### src/rtl/dram_pkg.sv
// Shared types and constants for the DRAM command issuer: command and state
// enums, request op codes, address field widths and default timings.
package dram_pkg;

    localparam int ADDR_W    = 33;
    localparam int ROW_W     = 15;
    localparam int COL_W     = 8;
    localparam int BA_W      = 2;
    localparam int BG_W      = 2;
    localparam int BANK_W    = BG_W + BA_W;
    localparam int NUM_BANKS = 1 << BANK_W;
    localparam int CNT_W     = 16;

    localparam int DEF_T_RCD   = 24;
    localparam int DEF_T_RP    = 24;
    localparam int DEF_T_CL    = 24;
    localparam int DEF_T_CWL   = 20;
    localparam int DEF_T_BURST = 4;
    localparam int DEF_T_REFI  = 7800;
    localparam int DEF_T_RFC   = 350;

    localparam logic [1:0] OP_RD  = 2'd0;
    localparam logic [1:0] OP_WR  = 2'd1;
    localparam logic [1:0] OP_IF  = 2'd2;
    localparam logic [1:0] OP_ILL = 2'd3;

    typedef enum logic [2:0] {
        CMD_NOP, CMD_ACT, CMD_RD, CMD_WR, CMD_PRE, CMD_PREA, CMD_REF
    } cmd_e;

    typedef enum logic [3:0] {
        ST_IDLE, ST_PRE, ST_WAIT_RP, ST_ACT, ST_WAIT_RCD, ST_CAS, ST_WAIT_DATA,
        ST_REF_PREA, ST_REF_WAIT_RP, ST_REF, ST_REF_WAIT_RFC
    } state_e;

    typedef struct packed {
        logic [ROW_W-1:0] row;
        logic [COL_W-1:0] col;
        logic [BA_W-1:0]  ba;
        logic [BG_W-1:0]  bg;
    } dram_loc_t;

    // Byte-offset bits [5:0] never reach the DRAM, so callers pass [32:6].
    function automatic dram_loc_t decode(input logic [ADDR_W-1:6] a);
        dram_loc_t l;
        l.row = a[32:18];
        l.col = a[17:10];
        l.ba  = a[9:8];
        l.bg  = a[7:6];
        return l;
    endfunction

    function automatic logic [CNT_W-1:0] eff_t(input int t);
        return (t <= 0) ? CNT_W'(1) : CNT_W'(t);
    endfunction

endpackage

### src/rtl/dram_bank_table.sv
// Per-bank open flag and open-row register file, indexed by {bg,ba}.
module dram_bank_table
    import dram_pkg::*;
(
    input  logic              clk,
    input  logic              rst,
    input  logic [BANK_W-1:0] lkp_idx_i,
    output logic              lkp_open_o,
    output logic [ROW_W-1:0]  lkp_row_o,
    input  logic              open_i,
    input  logic [BANK_W-1:0] open_idx_i,
    input  logic [ROW_W-1:0]  open_row_i,
    input  logic              close_i,
    input  logic [BANK_W-1:0] close_idx_i,
    input  logic              close_all_i,
    output logic              any_open_o
);

    logic [NUM_BANKS-1:0]            open_q, open_d;
    logic [NUM_BANKS-1:0][ROW_W-1:0] row_q, row_d;

    always_comb begin
        open_d = open_q;
        row_d  = row_q;
        if (close_all_i) begin
            open_d = '0;
        end else begin
            if (close_i) open_d[close_idx_i] = 1'b0;
            if (open_i) begin
                open_d[open_idx_i] = 1'b1;
                row_d[open_idx_i]  = open_row_i;
            end
        end
    end

    always_ff @(posedge clk or posedge rst) begin
        if (rst) begin
            open_q <= '0;
            row_q  <= '0;
        end else begin
            open_q <= open_d;
            row_q  <= row_d;
        end
    end

    assign lkp_open_o = open_q[lkp_idx_i];
    assign lkp_row_o  = row_q[lkp_idx_i];
    assign any_open_o = |open_q;

endmodule

### src/rtl/dram_cmd_issuer.sv
// Single-request DRAM command issuer with open-page policy.
// Define DRAM_REFRESH_EN to enable periodic PREA/REF refresh.
module dram_cmd_issuer
    import dram_pkg::*;
#(
    parameter int T_RCD   = DEF_T_RCD,
    parameter int T_RP    = DEF_T_RP,
    parameter int T_CL    = DEF_T_CL,
    parameter int T_CWL   = DEF_T_CWL,
    parameter int T_BURST = DEF_T_BURST,
    parameter int T_REFI  = DEF_T_REFI,
    parameter int T_RFC   = DEF_T_RFC
) (
    input  logic              clk,
    input  logic              rst,
    input  logic              req_valid,
    output logic              req_ready,
    input  logic [1:0]        req_op,
    input  logic [ADDR_W-1:0] req_addr,
    output logic              cmd_valid,
    output logic [2:0]        cmd_type,
    output logic [BG_W-1:0]   cmd_bg,
    output logic [BA_W-1:0]   cmd_ba,
    output logic [ROW_W-1:0]  cmd_row,
    output logic [COL_W-1:0]  cmd_col,
    output logic              resp_valid,
    output logic [1:0]        resp_op,
    output logic [ADDR_W-1:0] resp_addr
);

    localparam logic [CNT_W-1:0] TRCD   = eff_t(T_RCD);
    localparam logic [CNT_W-1:0] TRP    = eff_t(T_RP);
    localparam logic [CNT_W-1:0] TRFC   = eff_t(T_RFC);
    localparam logic [CNT_W-1:0] LAT_RD = eff_t(T_CL) + eff_t(T_BURST);
    localparam logic [CNT_W-1:0] LAT_WR = eff_t(T_CWL) + eff_t(T_BURST);

    state_e            state_q;
    logic [CNT_W-1:0]  cnt_q;
    logic [1:0]        op_q;
    logic [ADDR_W-1:0] addr_q;
    dram_loc_t         req_loc, cur_loc;
    logic              lkp_open, any_open;
    logic [ROW_W-1:0]  lkp_row;
    logic              ref_due, ref_done;

    assign req_loc  = decode(req_addr[ADDR_W-1:6]);
    assign cur_loc  = decode(addr_q[ADDR_W-1:6]);
    assign ref_done = (state_q == ST_REF_WAIT_RFC) && (cnt_q == CNT_W'(1));
    assign req_ready = !rst && (state_q == ST_IDLE) && !ref_due;

    dram_bank_table u_banks (
        .clk         (clk),
        .rst         (rst),
        .lkp_idx_i   ({req_loc.bg, req_loc.ba}),
        .lkp_open_o  (lkp_open),
        .lkp_row_o   (lkp_row),
        .open_i      (state_q == ST_ACT),
        .open_idx_i  ({cur_loc.bg, cur_loc.ba}),
        .open_row_i  (cur_loc.row),
        .close_i     (state_q == ST_PRE),
        .close_idx_i ({cur_loc.bg, cur_loc.ba}),
        .close_all_i (ref_done),
        .any_open_o  (any_open)
    );

`ifdef DRAM_REFRESH_EN
    localparam logic [31:0] REFI = 32'(T_REFI);
    logic [31:0] refcnt_q, refcnt_d;
    logic        ref_pend_q;

    assign refcnt_d = (refcnt_q == '0) ? REFI : refcnt_q - 32'd1;

    // A new expiry wins over the clear so a refresh is never silently dropped
    // on the same edge it completes.
    always_ff @(posedge clk or posedge rst) begin
        if (rst) begin
            refcnt_q   <= REFI;
            ref_pend_q <= 1'b0;
        end else begin
            refcnt_q <= refcnt_d;
            if (refcnt_q == '0)  ref_pend_q <= 1'b1;
            else if (ref_done)   ref_pend_q <= 1'b0;
        end
    end

    assign ref_due = ref_pend_q || (refcnt_q == '0);
`else
    logic unused_refi;
    assign unused_refi = (T_REFI != 0);
    assign ref_due     = 1'b0;
`endif

    // Issue states register their command on the edge they are left; waits
    // load T-1 so the next issue state runs exactly T edges later.
    always_ff @(posedge clk or posedge rst) begin
        if (rst) begin
            state_q    <= ST_IDLE;
            cnt_q      <= '0;
            op_q       <= '0;
            addr_q     <= '0;
            cmd_valid  <= 1'b0;
            cmd_type   <= CMD_NOP;
            cmd_bg     <= '0;
            cmd_ba     <= '0;
            cmd_row    <= '0;
            cmd_col    <= '0;
            resp_valid <= 1'b0;
            resp_op    <= '0;
            resp_addr  <= '0;
        end else begin
            cmd_valid  <= 1'b0;
            resp_valid <= 1'b0;
            if (state_q inside {ST_PRE, ST_ACT, ST_CAS}) begin
                cmd_valid <= 1'b1;
                cmd_bg    <= cur_loc.bg;
                cmd_ba    <= cur_loc.ba;
                cmd_row   <= cur_loc.row;
                cmd_col   <= cur_loc.col;
            end
            unique case (state_q)
                ST_IDLE: begin
                    if (ref_due) begin
                        state_q <= any_open ? ST_REF_PREA : ST_REF;
                    end else if (req_valid) begin
                        op_q   <= req_op;
                        addr_q <= req_addr;
                        if (req_op == OP_ILL) begin
                            cnt_q   <= CNT_W'(1);
                            state_q <= ST_WAIT_DATA;
                        end else if (lkp_open && lkp_row == req_loc.row) begin
                            state_q <= ST_CAS;
                        end else if (lkp_open) begin
                            state_q <= ST_PRE;
                        end else begin
                            state_q <= ST_ACT;
                        end
                    end
                end
                ST_PRE: begin
                    cmd_type <= CMD_PRE;
                    cnt_q    <= TRP - CNT_W'(1);
                    state_q  <= (TRP == CNT_W'(1)) ? ST_ACT : ST_WAIT_RP;
                end
                ST_WAIT_RP: begin
                    if (cnt_q == CNT_W'(1)) state_q <= ST_ACT;
                    else                    cnt_q   <= cnt_q - CNT_W'(1);
                end
                ST_ACT: begin
                    cmd_type <= CMD_ACT;
                    cnt_q    <= TRCD - CNT_W'(1);
                    state_q  <= (TRCD == CNT_W'(1)) ? ST_CAS : ST_WAIT_RCD;
                end
                ST_WAIT_RCD: begin
                    if (cnt_q == CNT_W'(1)) state_q <= ST_CAS;
                    else                    cnt_q   <= cnt_q - CNT_W'(1);
                end
                ST_CAS: begin
                    cmd_type <= (op_q == OP_WR) ? CMD_WR : CMD_RD;
                    cnt_q    <= (op_q == OP_WR) ? LAT_WR : LAT_RD;
                    state_q  <= ST_WAIT_DATA;
                end
                ST_WAIT_DATA: begin
                    if (cnt_q == CNT_W'(1)) begin
                        resp_valid <= 1'b1;
                        resp_op    <= op_q;
                        resp_addr  <= addr_q;
                        state_q    <= ST_IDLE;
                    end else begin
                        cnt_q <= cnt_q - CNT_W'(1);
                    end
                end
                ST_REF_PREA: begin
                    cmd_valid <= 1'b1;
                    cmd_type  <= CMD_PREA;
                    cnt_q     <= TRP - CNT_W'(1);
                    state_q   <= (TRP == CNT_W'(1)) ? ST_REF : ST_REF_WAIT_RP;
                end
                ST_REF_WAIT_RP: begin
                    if (cnt_q == CNT_W'(1)) state_q <= ST_REF;
                    else                    cnt_q   <= cnt_q - CNT_W'(1);
                end
                ST_REF: begin
                    cmd_valid <= 1'b1;
                    cmd_type  <= CMD_REF;
                    cnt_q     <= TRFC;
                    state_q   <= ST_REF_WAIT_RFC;
                end
                ST_REF_WAIT_RFC: begin
                    if (cnt_q == CNT_W'(1)) state_q <= ST_IDLE;
                    else                    cnt_q   <= cnt_q - CNT_W'(1);
                end
                default: state_q <= ST_IDLE;
            endcase
        end
    end

endmodule
### config.mk
export PLATFORM = sky130hd
export DESIGN_NAME = dram_cmd_issuer
export DESIGN_NICKNAME = d
export VERILOG_FILES = /design/src/rtl/dram_pkg.sv /design/src/rtl/dram_bank_table.sv /design/src/rtl/dram_cmd_issuer.sv
export SDC_FILE = /design/constraint.sdc
export NUM_CORES = 1
export LEC_CHECK = 0
export BUFFER_PORTS_ARGS = -buffer_cell sky130_fd_sc_hd__buf_2
export CORE_MARGIN = 2
export CORE_UTILIZATION = 30
export CTS_CLUSTER_DIAMETER = 200
export DETAILED_ROUTE_END_ITERATION = 8
export GPL_ROUTABILITY_DRIVEN = 0
export SLEW_MARGIN = 15
export SYNTH_ARGS = -nofsm -noshare
export SYNTH_HDL_FRONTEND = slang
export SYNTH_SLANG_ARGS = --single-unit
export TNS_END_PERCENT = 1
### constraint.sdc
create_clock -name clk -period 15 [get_ports clk]
set_clock_uncertainty 0.05 [all_clocks]
set_input_delay 2.25 -clock clk [delete_from_list [all_inputs] [get_ports clk]]
set_output_delay 2.25 -clock clk [all_outputs]
set_load 0.005 [all_outputs]
# ---- Yosys cells after proc, flatten, opt, wreduce, memory -nomap -nowiden
# Index checks and enable logic that the tools add are counted.
dict set report op_classes {
  add_sub_neg 1
  n_lt_le_gt_ge 3
  eq_ne 21
  n_mux 33
  bitwise_logic 4
  reduce_logical 18
}
# operator n
set op_table {}
lappend op_table {{240-bit bitwise mux} 1}
lappend op_table {{16-bit 2-to-1 mux} 7}
lappend op_table {{16-bit case mux with 5 select lines} 1}
lappend op_table {{15-bit binary-select mux with 4-bit select} 1}
lappend op_table {{15-bit demux with 4-bit select} 1}
lappend op_table {{4-bit case mux with 10 select lines} 1}
lappend op_table {{15-bit 2-to-1 mux} 2}
lappend op_table {{4-bit 2-to-1 mux} 5}
lappend op_table {{16-bit AND} 1}
lappend op_table {{16-bit by 1-bit equality test with 1-bit output (second input constant)} 1}
lappend op_table {{4-bit by 3-bit equality test with 1-bit output (second input constant)} 4}
lappend op_table {{16-bit NOT} 1}
lappend op_table {{16-bit OR} 1}
lappend op_table {{16-bit by 1-bit subtractor with 16-bit output (second input constant)} 1}
lappend op_table {{15-bit equality test} 1}
lappend op_table {{3-bit case mux with 5 select lines} 1}
lappend op_table {{4-bit equality test (second input constant)} 3}
lappend op_table {{4-bit by 5-bit < comparator with 1-bit output (second input constant)} 2}
lappend op_table {{2-bit inequality test (second input constant)} 5}
lappend op_table {{5-bit nonzero test} 2}
lappend op_table {{3-bit 2-to-1 mux} 3}
lappend op_table {{4-bit by 2-bit equality test with 1-bit output (second input constant)} 2}
lappend op_table {{1-bit 2-to-1 mux} 7}
lappend op_table {{2-bit AND reduction} 3}
lappend op_table {{18 further kinds} 23}
dict set report word_totals {
  reg_bits 378
  in_bits 38
  wordCells 110
}

# ---- Longest topological paths before layout
# Gate-level depths: netlist (run 1).
dict set report logic_depth {
  word_depth 11
  depth_mapped 11
  mapped_depth_nobuf 9
}

# ---- By module
# From an unflattened synthesis (run 1), not the netlist that was laid out.
dict set report unflattened {
  hier_cells 1169
  area_unflattened_um2 17224.0
}
# module instances cells_per_inst area_per_inst_um2 seq_area_each_um2
set by_module_without_submodules {}
lappend by_module_without_submodules {dram_bank_table 1 741 11858.9 6406.1}
lappend by_module_without_submodules {dram_cmd_issuer 1 428 5365.1 3052.9}

# ---- Worst setup path before layout (run 1)
# No wires, ideal clock.
dict set report synth_path {
  kind {input-to-output}
  startpoint {in rst}
  endpoint {out req_ready}
  t_arrival_ns 2.442
  required_ns 12.700
  path_slack_ns 10.258
  path_stages 1
  cell_sequence {nor3_1}
}
dict set report synth_between {
  elab_chain_cells 2
}
# item line
set synth_lines {}
lappend synth_lines {{from (decl)} dram_cmd_issuer.sv:15} ;# input logic rst,
lappend synth_lines {{1-bit zero test (no source line)} n/a}
lappend synth_lines {{1-bit logical AND} dram_cmd_issuer.sv:49} ;# assign req_ready = !rst && (state_q == ST_IDLE) && !ref_due;
lappend synth_lines {{to (decl)} dram_cmd_issuer.sv:17} ;# output logic req_ready,
# Every way passes these cells.

# ---- Worst setup path in the final report (run 1)
# Ends and elaborated chain as after synthesis.

==> metrics.md, run 1 <==
| Metric | Value |
|---|---|
| Status | `finished, final reports clean` |
| DRT antenna net count | `0` |
| Synthesized flop and latch total | `378` |
| Core area | `0.0566 sq mm` |
| Worst hold path class | `reg -> reg` |
| I/O pins | `106` |
| Fin crit share | `33.5%` |
| Synth async-reset ratio | `100%` |
| Post-CTS setup buffer count | `0` |
| Largest family of logic cells by synthesized area | `multiplexers` |
| Cts hold-fix bufs | `0` |
| TritonCTS buffer count | `45` |
| Dpl hpwl | `28.0 mm` |
| Slew of the pin with the lowest slew margin | `1.19 ns` |
| Worst setup path class | `in -> out` |
| Area contributors post-synth | `dfrtp_1 (55%), mux2_2 (22%), mux4_2 (6.9%), o21ai_0 (1.6%), mux4_1 (1.5%)` |
| Synthesized area | `0.0172 sq mm` |
| Most frequent CP cell | `buf_2` |
| Syn Inst Count | `1225` |
| Die X | `244 um` |
| Cell Pwr Density | `110 mW/mm^2` |
| Cell taking the most area after synthesis | `dfrtp_1` |
| CTS tree | `built` |
| Most frequent cell after synthesis | `dfrtp_1` |
| Mean area per synthesized cell | `14.1 sq um` |
| Max stage delay on crit path | `0.18 ns` |
| Maximum VDD drop | `0.0617 mV` |
| DR pass1 iterations | `7` |
| Clock transition at path regs | `0.06 ns` |
| Vias/cell | `5.11` |
| Clock Path Buffers | `3` |
| IO buf count | `105` |
| Simple-gate area share of the yosys netlist | `4.59%` |
| Synth top cells by count | `dfrtp_1 (378), mux2_2 (330), o21ai_0 (56)` |
| Clock Latency Late Sink | `0.58 ns` |
| Sw frac | `22.4%` |
| Final Setup Violations | `0` |
| Global-route usage over all layers | `15.5%` |
| Initial Util | `30.4%` |
| Largest net degree at the start of global routing | `131` |
| Crit path max fanout | `2` |
| DRT iter0 DRCs | `835` |
| Layout Nets | `1341` |
| Wirelength, routed | `45.8 mm` |
| CP Data Required Time | `12.70 ns` |
| DRC | `0` |
| Internal power | `1.71 mW` |
| Pre-CTS setup slack | `9.41 ns` |
| Combinational share of power | `2.9%` |
| Post-layout util | `35.3%` |
| CP endpoint kind | `output port` |
| Switching power | `495 uW` |
| Post-synthesis mux area share | `31.3%` |
| Max Freq | `199 MHz` |
| Fraction of layout cells with a size suffix above 1 | `44.9%` |
| TNS Setup | `0 ns` |
| Rows | `87` |
| Initial antenna violation count | `1` |
| Vias | `10700` |
| Total power | `2.21 mW` |
| Post-synthesis adder-cell area fraction | `0.145%` |
| Final worst setup slack | `9.97 ns` |
| Maxcap violations | `0` |
| Worst rel slew slack | `20.7%` |
| Synth Area in XOR/XNOR | `1.17%` |
| Die Area | `0.0594 sq mm` |
| Clock power share | `50.9%` |
| Min cycle time layout | `5.03 ns` |
| Complex-gate fraction of the synthesized area | `4.79%` |
| Final Hold Viols | `0` |
| First-pass GRT wire length | `69.9 mm` |
| Crit start category | `input port` |
| Syn_nets | `1265` |
| Yosys warns | `0` |
| CP arrival | `2.73 ns` |
| DR WL/cell | `21.9 um` |
| CP bufs+invs | `2` |
| Main synth FF type | `dfrtp_1` |
| Sequential power share | `46.2%` |
| Vertical die dimension | `244 um` |
| CTS H-tree depth | `2` |
| CP max stage cell | `nor3_1` |
| Post-CTS sizing | `0` |
| Leakage | `9.75 nW` |
| Count of different cell masters after synthesis | `67` |
| RSZ-0062 raised after global routing | `no` |
| Hold WS | `0.429 ns` |
| CTS Sinks | `378` |
| Root buffer cell | `clkbuf_16` |
| Vias in the first global route | `11100` |
| Sequential-to-total area share from yosys stat | `54.9%` |
| Area delta synth->final | `15.9%` |
| Post-synth top area share | `54.9%` |
| Crit path max-delay family | `buffers and inverters` |
| CP cell instances | `buf_2 -> nor3_1 -> buf_2` |
| EDFF count, synth | `0` |
| Slew Limit Fails | `0` |
| GRT overflow | `0` |
| FILL cells | `5531` |
-- registers in the layout (all words and copies together) (netlist names) --
signal	flops
cnt_q	16
cmd_col	8
resp_addr	33
cmd_type	3
u_banks.open_q	16
addr_q	33
resp_valid	1
cmd_valid	1
resp_op	2
cmd_bg	2
op_q	2
cmd_row	15
cmd_ba	2
u_banks.row_q	240
state_q	4
-- power by group through the flow --
stage	logic, mW	registers (mW)	clock network, mW
floorplan	0.0406	1.04	0
global placement	0.0640	1.04	0
detailed placement	0.0651	1.04	0
CTS	0.0653	1.02	1.16
global route	0.0704	1.02	1.20
finish	0.0633	1.02	1.12
-- cell type report --
type	count	area (sq um)	share of cell area, %
clock inverter	21	248	1.24
clock buffer	60	1280	6.43
antenna	2	5.00	0.0251
sequential	378	9460	47.4
multi-input combinational	731	7250	36.3
timing repair buffer	128	703	3.52
inverter	17	71.3	0.357
tap	756	946	4.74
-- worst min-delay path: stages (launching register included) --
cell and delay (ns):
dfrtp_1 0.35, nand2_1 0.05, nand2_1 0.05
-- cell usage in the layout (no fill, tap or decap), drive strengths merged, types with 3 or more instances in the layout --
| cell type | n |
|---|---|
| dfrtp | 378 |
| mux2 | 332 |
| buf | 128 |
| mux4 | 63 |
| clkbuf | 60 |
| o21ai | 58 |
| nand2 | 50 |
| nor2 | 34 |
| mux2i | 20 |
| inv | 19 |
| a21oi | 17 |
| xnor2 | 17 |
| nand3 | 11 |
| nor3 | 10 |
| nand2b | 9 |
| nor2b | 8 |
| clkinv | 8 |
| a31oi | 7 |
| clkinvlp | 7 |
| nor4 | 7 |
| and3 | 6 |
| xor2 | 6 |
| or2 | 6 |
| and2 | 5 |
| o21bai | 5 |
| o22ai | 5 |
| o221ai | 5 |
| nand4 | 4 |
| bufinv | 4 |
| o21a | 3 |
| a22oi | 3 |
| nor4b | 3 |
| a22o | 3 |
| o211ai | 3 |
| a2111oi | 3 |
-- final timing paths --
path / from / end / slack (ns) / cells after the start
setup / recovery: rst / req_ready / 9.97 / 3
hold / removal: cmd_type[1]$_DFFE_PP0P_ / cmd_type[1]$_DFFE_PP0P_ / 0.43 / 2
min in group asynchronous: rst / cnt_q[8]$_DFFE_PP0P_ / 1.87 / 2
max in group asynchronous: rst / cmd_row[2]$_DFFE_PP0P_ / 11.48 / 3
hold reg to reg: cmd_type[1]$_DFFE_PP0P_ / cmd_type[1]$_DFFE_PP0P_ / 0.43 / 2
setup reg to reg: state_q[0]$_DFFE_PP0P_ / u_banks.row_q[115]$_DFFE_PP0P_ / 11.64 / 6
-- metrics by stage --
stage,instances,area [sq um]
finish,2093,20000
global route,2092,20000
CTS,2091,20000
detailed placement,2010,18400
global placement,2010,18400
floorplan,1225,17200
-- cell families (layout without fill, tap and decap cells) --
| kind of cell | Yosys count | in the layout |
|---|---|---|
| xor+xnor | 23 | 23 |
| buf+inv | 116 | 226 |
| simple gates | 159 | 159 |
| other cells | 0 | 2 |
| flops | 378 | 378 |
| fa+ha+maj | 2 | 2 |
| compound gates | 132 | 132 |
| mux | 415 | 415 |
-- per-layer routing --
layer  up-vias  wire length [um]  global-route usage (%)
met3        91              2090                    2.86
met5         -                 0                       0
met2       281             21500                    24.9
li1       4653                 -                       -
met4         0              1330                    5.67
met1      5665             20800                    20.8
Power figures use the tool's default switching activity.
==> inputs of run 2 (changes only) <==
==> constraint.sdc (replaced) <==
create_clock -name clk -period 4.65 [get_ports clk]
set_clock_uncertainty 0.05 [all_clocks]
set_input_delay 0.6975 -clock clk [delete_from_list [all_inputs] [get_ports clk]]
set_output_delay 0.6975 -clock clk [all_outputs]
set_load 0.005 [all_outputs]
==> run 2 against run 1 <==
  * Die area did not move
  * Sequential share of layout area is 0.092 points higher
  * First-iteration DRC count decreased by 14%
  * Wire length fell by 1.7%
  * Final cell count did not move
  * Combinational power rose to 3.3 times the previous value
  * Highest routed layer unchanged
==> metrics.md, run 2 (synthesis results as in run 1) <==
| Metric | Value |
|---|---|
| CP cell instances | `or2_1 -> or2_2 -> nor2_1 -> and3_1 -> buf_4 -> mux2_2` |
| Crit start category | `flop` |
| Worst setup path class | `reg -> reg` |
| Post-CTS setup buffer count | `0 (unchanged)` |
| Cts hold-fix bufs | `0 (unchanged)` |
| Crit path max fanout | `23 (+21)` |
| Vertical die dimension | `244 um (unchanged)` |
| CP Data Required Time | `5.05 ns (-7.65 ns)` |
| Commonest non-fill, non-tap cell in the layout | `dfrtp_1` |
| Leakage | `9.74 nW (-0.10%)` |
| Dpl hpwl | `28.8 mm (+2.8%)` |
| Fraction of layout cells with a size suffix above 1 | `44.7% (-0.29 points)` |
| Max stage delay on crit path | `0.67 ns (+0.49 ns)` |
| Wirelength, routed | `45.0 mm (-1.7%)` |
| I/O pins | `106 (unchanged)` |
| Max reg flops | `240 (unchanged)` |
| Top reg by flops | `u_banks.row_q` |
| Root buffer cell | `clkbuf_16` |
| Die Area | `0.0594 sq mm (unchanged)` |
| Slew of the pin with the lowest slew margin | `1.26 ns (+0.0697 ns)` |
| DRT iter0 DRCs | `716 (-14%)` |
| Placed Instances | `2016 (+0.30%)` |
| DRT antenna net count | `0 (unchanged)` |
| Vias/cell | `5.08 (-0.52%)` |
| Fin crit share | `70.0%` |
| Vias | `10600 (-0.52%)` |
| Slew Limit Fails | `0 (unchanged)` |
| DR WL/cell | `21.5 um (-1.7%)` |
| GRT overflow | `0 (unchanged)` |
| Most frequent cells in the layout | `dfrtp_1 (378), mux2_2 (330), buf_2 (103)` |
| Clock Latency Late Sink | `0.58 ns (about the same)` |
| DR pass1 iterations | `5 (-2)` |
| TritonCTS buffer count | `44 (-2.2%)` |
| Die X | `244 um (unchanged)` |
| RSZ-0062 raised after global routing | `no` |
| DRC | `0 (unchanged)` |
| Final Hold Viols | `0 (unchanged)` |
| Post-CTS sizing | `0 (unchanged)` |
| CTS Sinks | `378 (unchanged)` |
| Status | `finished, final reports clean` |
| CTS H-tree depth | `2 (unchanged)` |
| Initial Util | `30.4% (unchanged)` |
| Vias in the first global route | `11000 (-1.1%)` |
| Maximum VDD drop | `0.295 mV (+380%)` |
| Cell Pwr Density | `344 mW/mm^2 (+210%)` |
| Max Freq | `307 MHz` |
| CP bufs+invs | `1 (-1)` |
| Crit path max-delay family | `simple AND/OR/NAND/NOR gates` |
| Layout Nets | `1346 (+0.37%)` |
| Clock transition at path regs | `0.06 ns (about the same)` |
| Global-route usage over all layers | `15.3% (-0.19 points)` |
| Initial antenna violation count | `0 (-1)` |
| CTS tree | `built` |
| Worst hold path class | `in -> reg` |
| CP arrival | `3.66 ns (+0.93 ns)` |
| Ant diodes | `0 (-2)` |
| CP endpoint kind | `flop` |
| Core area | `0.0566 sq mm (unchanged)` |
| CP max stage cell | `dfrtp_1` |
| IO buf count | `105 (unchanged)` |
| Rows | `87 (unchanged)` |
| Maxcap violations | `0 (unchanged)` |
| TNS Setup | `0 ns (unchanged)` |
| Final Non-Filler Cells | `2093 (unchanged)` |
| Area delta synth->final | `15.6%` |
| Worst rel slew slack | `16.1% (-4.7 points)` |
| Regs by FF count | `u_banks.row_q: 240 flops, addr_q: 33 flops, resp_addr: 33 flops` |
| Min cycle time layout | `3.26 ns` |
| Clock Path Buffers | `3 (unchanged)` |
| Final Setup Violations | `0 (unchanged)` |
| Largest net degree at the start of global routing | `111 (-15%)` |
| First-pass GRT wire length | `69.5 mm (-0.48%)` |
==> run 2: cell type report <==
cell class,instances,area [sq um]
repair buffers,134,811
fillers,5522,36700
well taps,756,946
inverters,17,67.6
multi-input cells,731,7240
flip-flops and latches,378,9460
clock buffers,62,1250
clock inverters,15,149
==> run 2: report_power, final <==
| group | switching (mW) | internal (mW) |
|---|---|---|
| clock network | 1.42 | 1.94 |
| registers | 0 | 3.29 |
| logic | 0.149 | 0.0613 |
| total | 1.56 | 5.29 |
==> run 2: layer usage <==
metal,vias to the layer above,global-route usage (%),routed length (um)
met1,5659,21.4,20900
met5,-,0,0
met2,270,24.5,21400
met3,52,2.37,1960
li1,4653,-,-
met4,0,4.25,794
==> run 2: path summary, 6_finish.rpt <==
path                                                start                             end  slack (ns)  depth (start not counted)
worst max-delay path               state_q[2]$_DFFE_PP0P_  u_banks.row_q[179]$_DFFE_PP0P_        1.39                          6
worst min-delay path                         req_addr[17]          addr_q[17]$_DFFE_PP0P_        0.30                          2
worst max register to register     state_q[2]$_DFFE_PP0P_  u_banks.row_q[179]$_DFFE_PP0P_        1.39                          6
worst min register to register  resp_addr[26]$_DFFE_PP0P_       resp_addr[26]$_DFFE_PP0P_        0.43                          1
max in group asynchronous                             rst          cmd_col[6]$_DFFE_PP0P_        3.12                          3
min in group asynchronous                             rst          resp_op[1]$_DFFE_PP0P_        0.31                          2
==> run 2: stage by stage <==
step                cell area, sq um  util (%)  total power, mW  worst slack [ns]  hold WS (ns)
finish                         19900      35.2             6.85              1.39         0.299
floorplan                      17200         -             3.48             -1.18         0.410
global route                   19900      35.2             7.12              1.30         0.274
global placement               18500      32.7             3.56              1.19         0.402
CTS                            19900      35.2             6.97              1.45         0.255
detailed placement             18500      32.7             3.57              1.13         0.422
==> inputs of run 3 (changes only) <==
==> constraint.sdc (replaced) <==
create_clock -name clk -period 3 [get_ports clk]
set_clock_uncertainty 0.05 [all_clocks]
set_input_delay 0.45 -clock clk [delete_from_list [all_inputs] [get_ports clk]]
set_output_delay 0.45 -clock clk [all_outputs]
set_load 0.005 [all_outputs]
==> run 3 against run 2 <==
  * Sequential share of layout area decreased by 0.74 points
  * Worst setup slack got worse by 1.1 ns
  * Hold slack got worse by 0.24 ns
  * Clock power increased by 56%
  * Largest power group unchanged
==> metrics.md, run 3 (synthesis results as in run 1) <==
| Metric | Value |
|---|---|
| Vias/cell | `5.07 (-0.30%)` |
| Post-CTS setup buffer count | `0 (unchanged)` |
| Final Hold Viols | `0 (unchanged)` |
| Fraction of layout cells with a size suffix above 1 | `45.4% (+0.78 points)` |
| Pre-CTS setup slack | `0.147 ns (-0.981 ns)` |
| Placed Area | `0.0189 sq mm (+1.8%)` |
| Crit. Startpoint | `cnt_q[13]$_DFFE_PP0P_` |
| Worst reg2reg startpoint | `cnt_q[13]$_DFFE_PP0P_` |
| Global-route usage over all layers | `15.5% (+0.24 points)` |
| Slew of the pin with the lowest slew margin | `0.940 ns (-0.316 ns)` |
| Design Area, Final | `0.0202 sq mm (+1.6%)` |
| I/O pins | `106 (unchanged)` |
| Vertical die dimension | `244 um (unchanged)` |
| Most frequent cells in the layout | `dfrtp_1 (378), mux2_2 (330), buf_2 (103)` |
| CTS H-tree depth | `2 (unchanged)` |
| DRT iter0 DRCs | `893 (+25%)` |
| Met1 Resource Use GR | `21.3% (-0.13 points)` |
| Regs by FF count | `u_banks.row_q: 240 flops, addr_q: 33 flops, resp_addr: 33 flops` |
| Maxcap violations | `0 (unchanged)` |
| Core area | `0.0566 sq mm (unchanged)` |
| RSZ-0062 raised after global routing | `no` |
| GRT overflow | `0 (unchanged)` |
| Rows | `87 (unchanged)` |
| Crit start category | `flop` |
| CP Data Required Time | `3.35 ns (-1.70 ns)` |
| Sw frac | `22.7% (-0.11 points)` |
| Root buffer cell | `clkbuf_16` |
| R2R setup slack | `0.31 ns (-1.08 ns)` |
| Min cycle time layout | `2.69 ns (-0.570 ns)` |
| First-pass GRT wire length | `70.3 mm (+1.1%)` |
| GRT busiest layer | `met2` |
| Post-CTS sizing | `0 (unchanged)` |
| Combinational share of power | `3.3% (+0.2 points)` |
| Wirelength, routed | `45.7 mm (+1.7%)` |
| Layout Nets | `1372 (+1.9%)` |
| Max reg flops | `240 (unchanged)` |
| FILL cells | `5484 (-0.69%)` |
| IO buf count | `105 (unchanged)` |
| Final Non-Filler Cells | `2116 (+1.1%)` |
| TNS Setup | `0 ns (unchanged)` |
| CP arrival | `3.03 ns (-0.63 ns)` |
| Die Area | `0.0594 sq mm (unchanged)` |
| Hold WS | `0.0574 ns (-0.241 ns)` |
| Top reg by flops | `u_banks.row_q` |
| Status | `finished, final reports clean` |
| Max Freq | `372 MHz (+21%)` |
| Maximum VDD drop | `0.347 mV (+18%)` |
| Commonest non-fill, non-tap cell in the layout | `dfrtp_1` |
| TritonCTS buffer count | `43 (-2.3%)` |
| Area delta synth->final | `17.4%` |
| Post-layout util | `35.8% (+0.55 points)` |
| Multi-input gate area | `0.00724 sq mm (about the same)` |
| Internal power | `8.24 mW (+56%)` |
| Worst hold path class | `in -> reg` |
| Placed Instances | `2042 (+1.3%)` |
| Fin crit share | `89.5% (+20 points)` |
| Leakage | `9.91 nW (+1.7%)` |
| Worst setup path class | `reg -> reg` |
| Hold Path Origin | `req_addr[12]` |
| Cell Pwr Density | `527 mW/mm^2 (+53%)` |
| CTS tree | `built` |
| Total power | `10.7 mW (+56%)` |
| DR pass1 iterations | `5 (unchanged)` |
| CP endpoint kind | `flop` |
| Final Setup Violations | `0 (unchanged)` |
| Switching power | `2.42 mW (+55%)` |
| DRC | `0 (unchanged)` |
| DR WL/cell | `21.6 um (+0.55%)` |
| Die X | `244 um (unchanged)` |
| Initial Util | `30.4% (unchanged)` |
| Worst rel slew slack | `37.2% (+21 points)` |
| Sequential power share | `47.8% (-0.2 points)` |
| Clock transition at path regs | `0.06 ns (about the same)` |
| Met2 Usage GRT | `24.6% (+0.075 points)` |
| Largest net degree at the start of global routing | `70 (-37%)` |
| Final worst setup slack | `0.315 ns (-1.08 ns)` |
| DRT antenna net count | `0 (unchanged)` |
| Clock Latency Late Sink | `0.58 ns (about the same)` |
| Crit path max fanout | `3 (-87%)` |
| Clock Path Buffers | `3 (unchanged)` |
| Register Area | `0.00946 sq mm (unchanged)` |
| Initial antenna violation count | `0 (unchanged)` |
| Dpl hpwl | `29.7 mm (+3.1%)` |
| Clock power share | `48.9% (about the same)` |
| CTS Sinks | `378 (unchanged)` |
| Vias | `10700 (+0.80%)` |
| Slew Limit Fails | `0 (unchanged)` |
| Vias in the first global route | `11100 (+0.51%)` |
| M3 GR Usage | `3.03% (+0.66 points)` |
run 3: changes by cell type in the layout (fill, tap and decap cells not counted), sizes merged:
cell / delta
diode: +2
clkinv: -3
clkinvlp: -2
bufinv: +2
dlygate4sd3: +1
clkbuf: -4
buf: +26
inv: +1
run 3: metal layers:
metal	wire [um]	part of all wire [%]
met1	20400	45
met2	21600	47
met3	2500	5.5
met4	1220	2.7
met5	0	0
run 3: area by class of cell:
| class | count | share of cell area (%) |
|---|---|---|
| Antenna cell | 2 | 0.0247 |
| Tap cell | 756 | 4.67 |
| Clock inverter | 13 | 0.890 |
| Inverter | 17 | 0.334 |
| Clock buffer | 58 | 5.84 |
| Multi-Input combinational cell | 731 | 35.8 |
| Sequential cell | 378 | 46.7 |
| Timing Repair Buffer | 161 | 5.70 |
run 3: repair_timing:
item | CTS | global route
endpoints found under the hold margin | 15 | 0
hold buffers | 1 | 0
setup endpoints to repair | 0 | 0
run 3: critical path, cell delays in order (launching register included):
cell,delay [ns]
dfrtp_1,0.39
or4_1,0.58
or2_2,0.32
nor2_1,0.28
o32a_1,0.23
nor2_1,0.06
a2111oi_0,0.60
run 3: final timing paths:
kind,end,cells after the start
min,addr_q[12]$_DFFE_PP0P_,2
max,state_q[0]$_DFFE_PP0P_,6
min reg2reg,resp_addr[24]$_DFFE_PP0P_,1
max in group asynchronous,u_banks.row_q[69]$_DFFE_PP0P_,4
min in group asynchronous,cnt_q[4]$_DFFE_PP0P_,3
max reg2reg,state_q[0]$_DFFE_PP0P_,6
run 3: power groups by stage:
| stage | Sequential [mW] | Combinational, mW | Clock (mW) |
|---|---|---|---|
| floorplan | 5.20 | 0.204 | 0 |
| global placement | 5.19 | 0.358 | 0 |
| detailed placement | 5.19 | 0.363 | 0 |
| CTS | 5.10 | 0.365 | 5.37 |
| global route | 5.10 | 0.391 | 5.55 |
| finish | 5.10 | 0.353 | 5.21 |
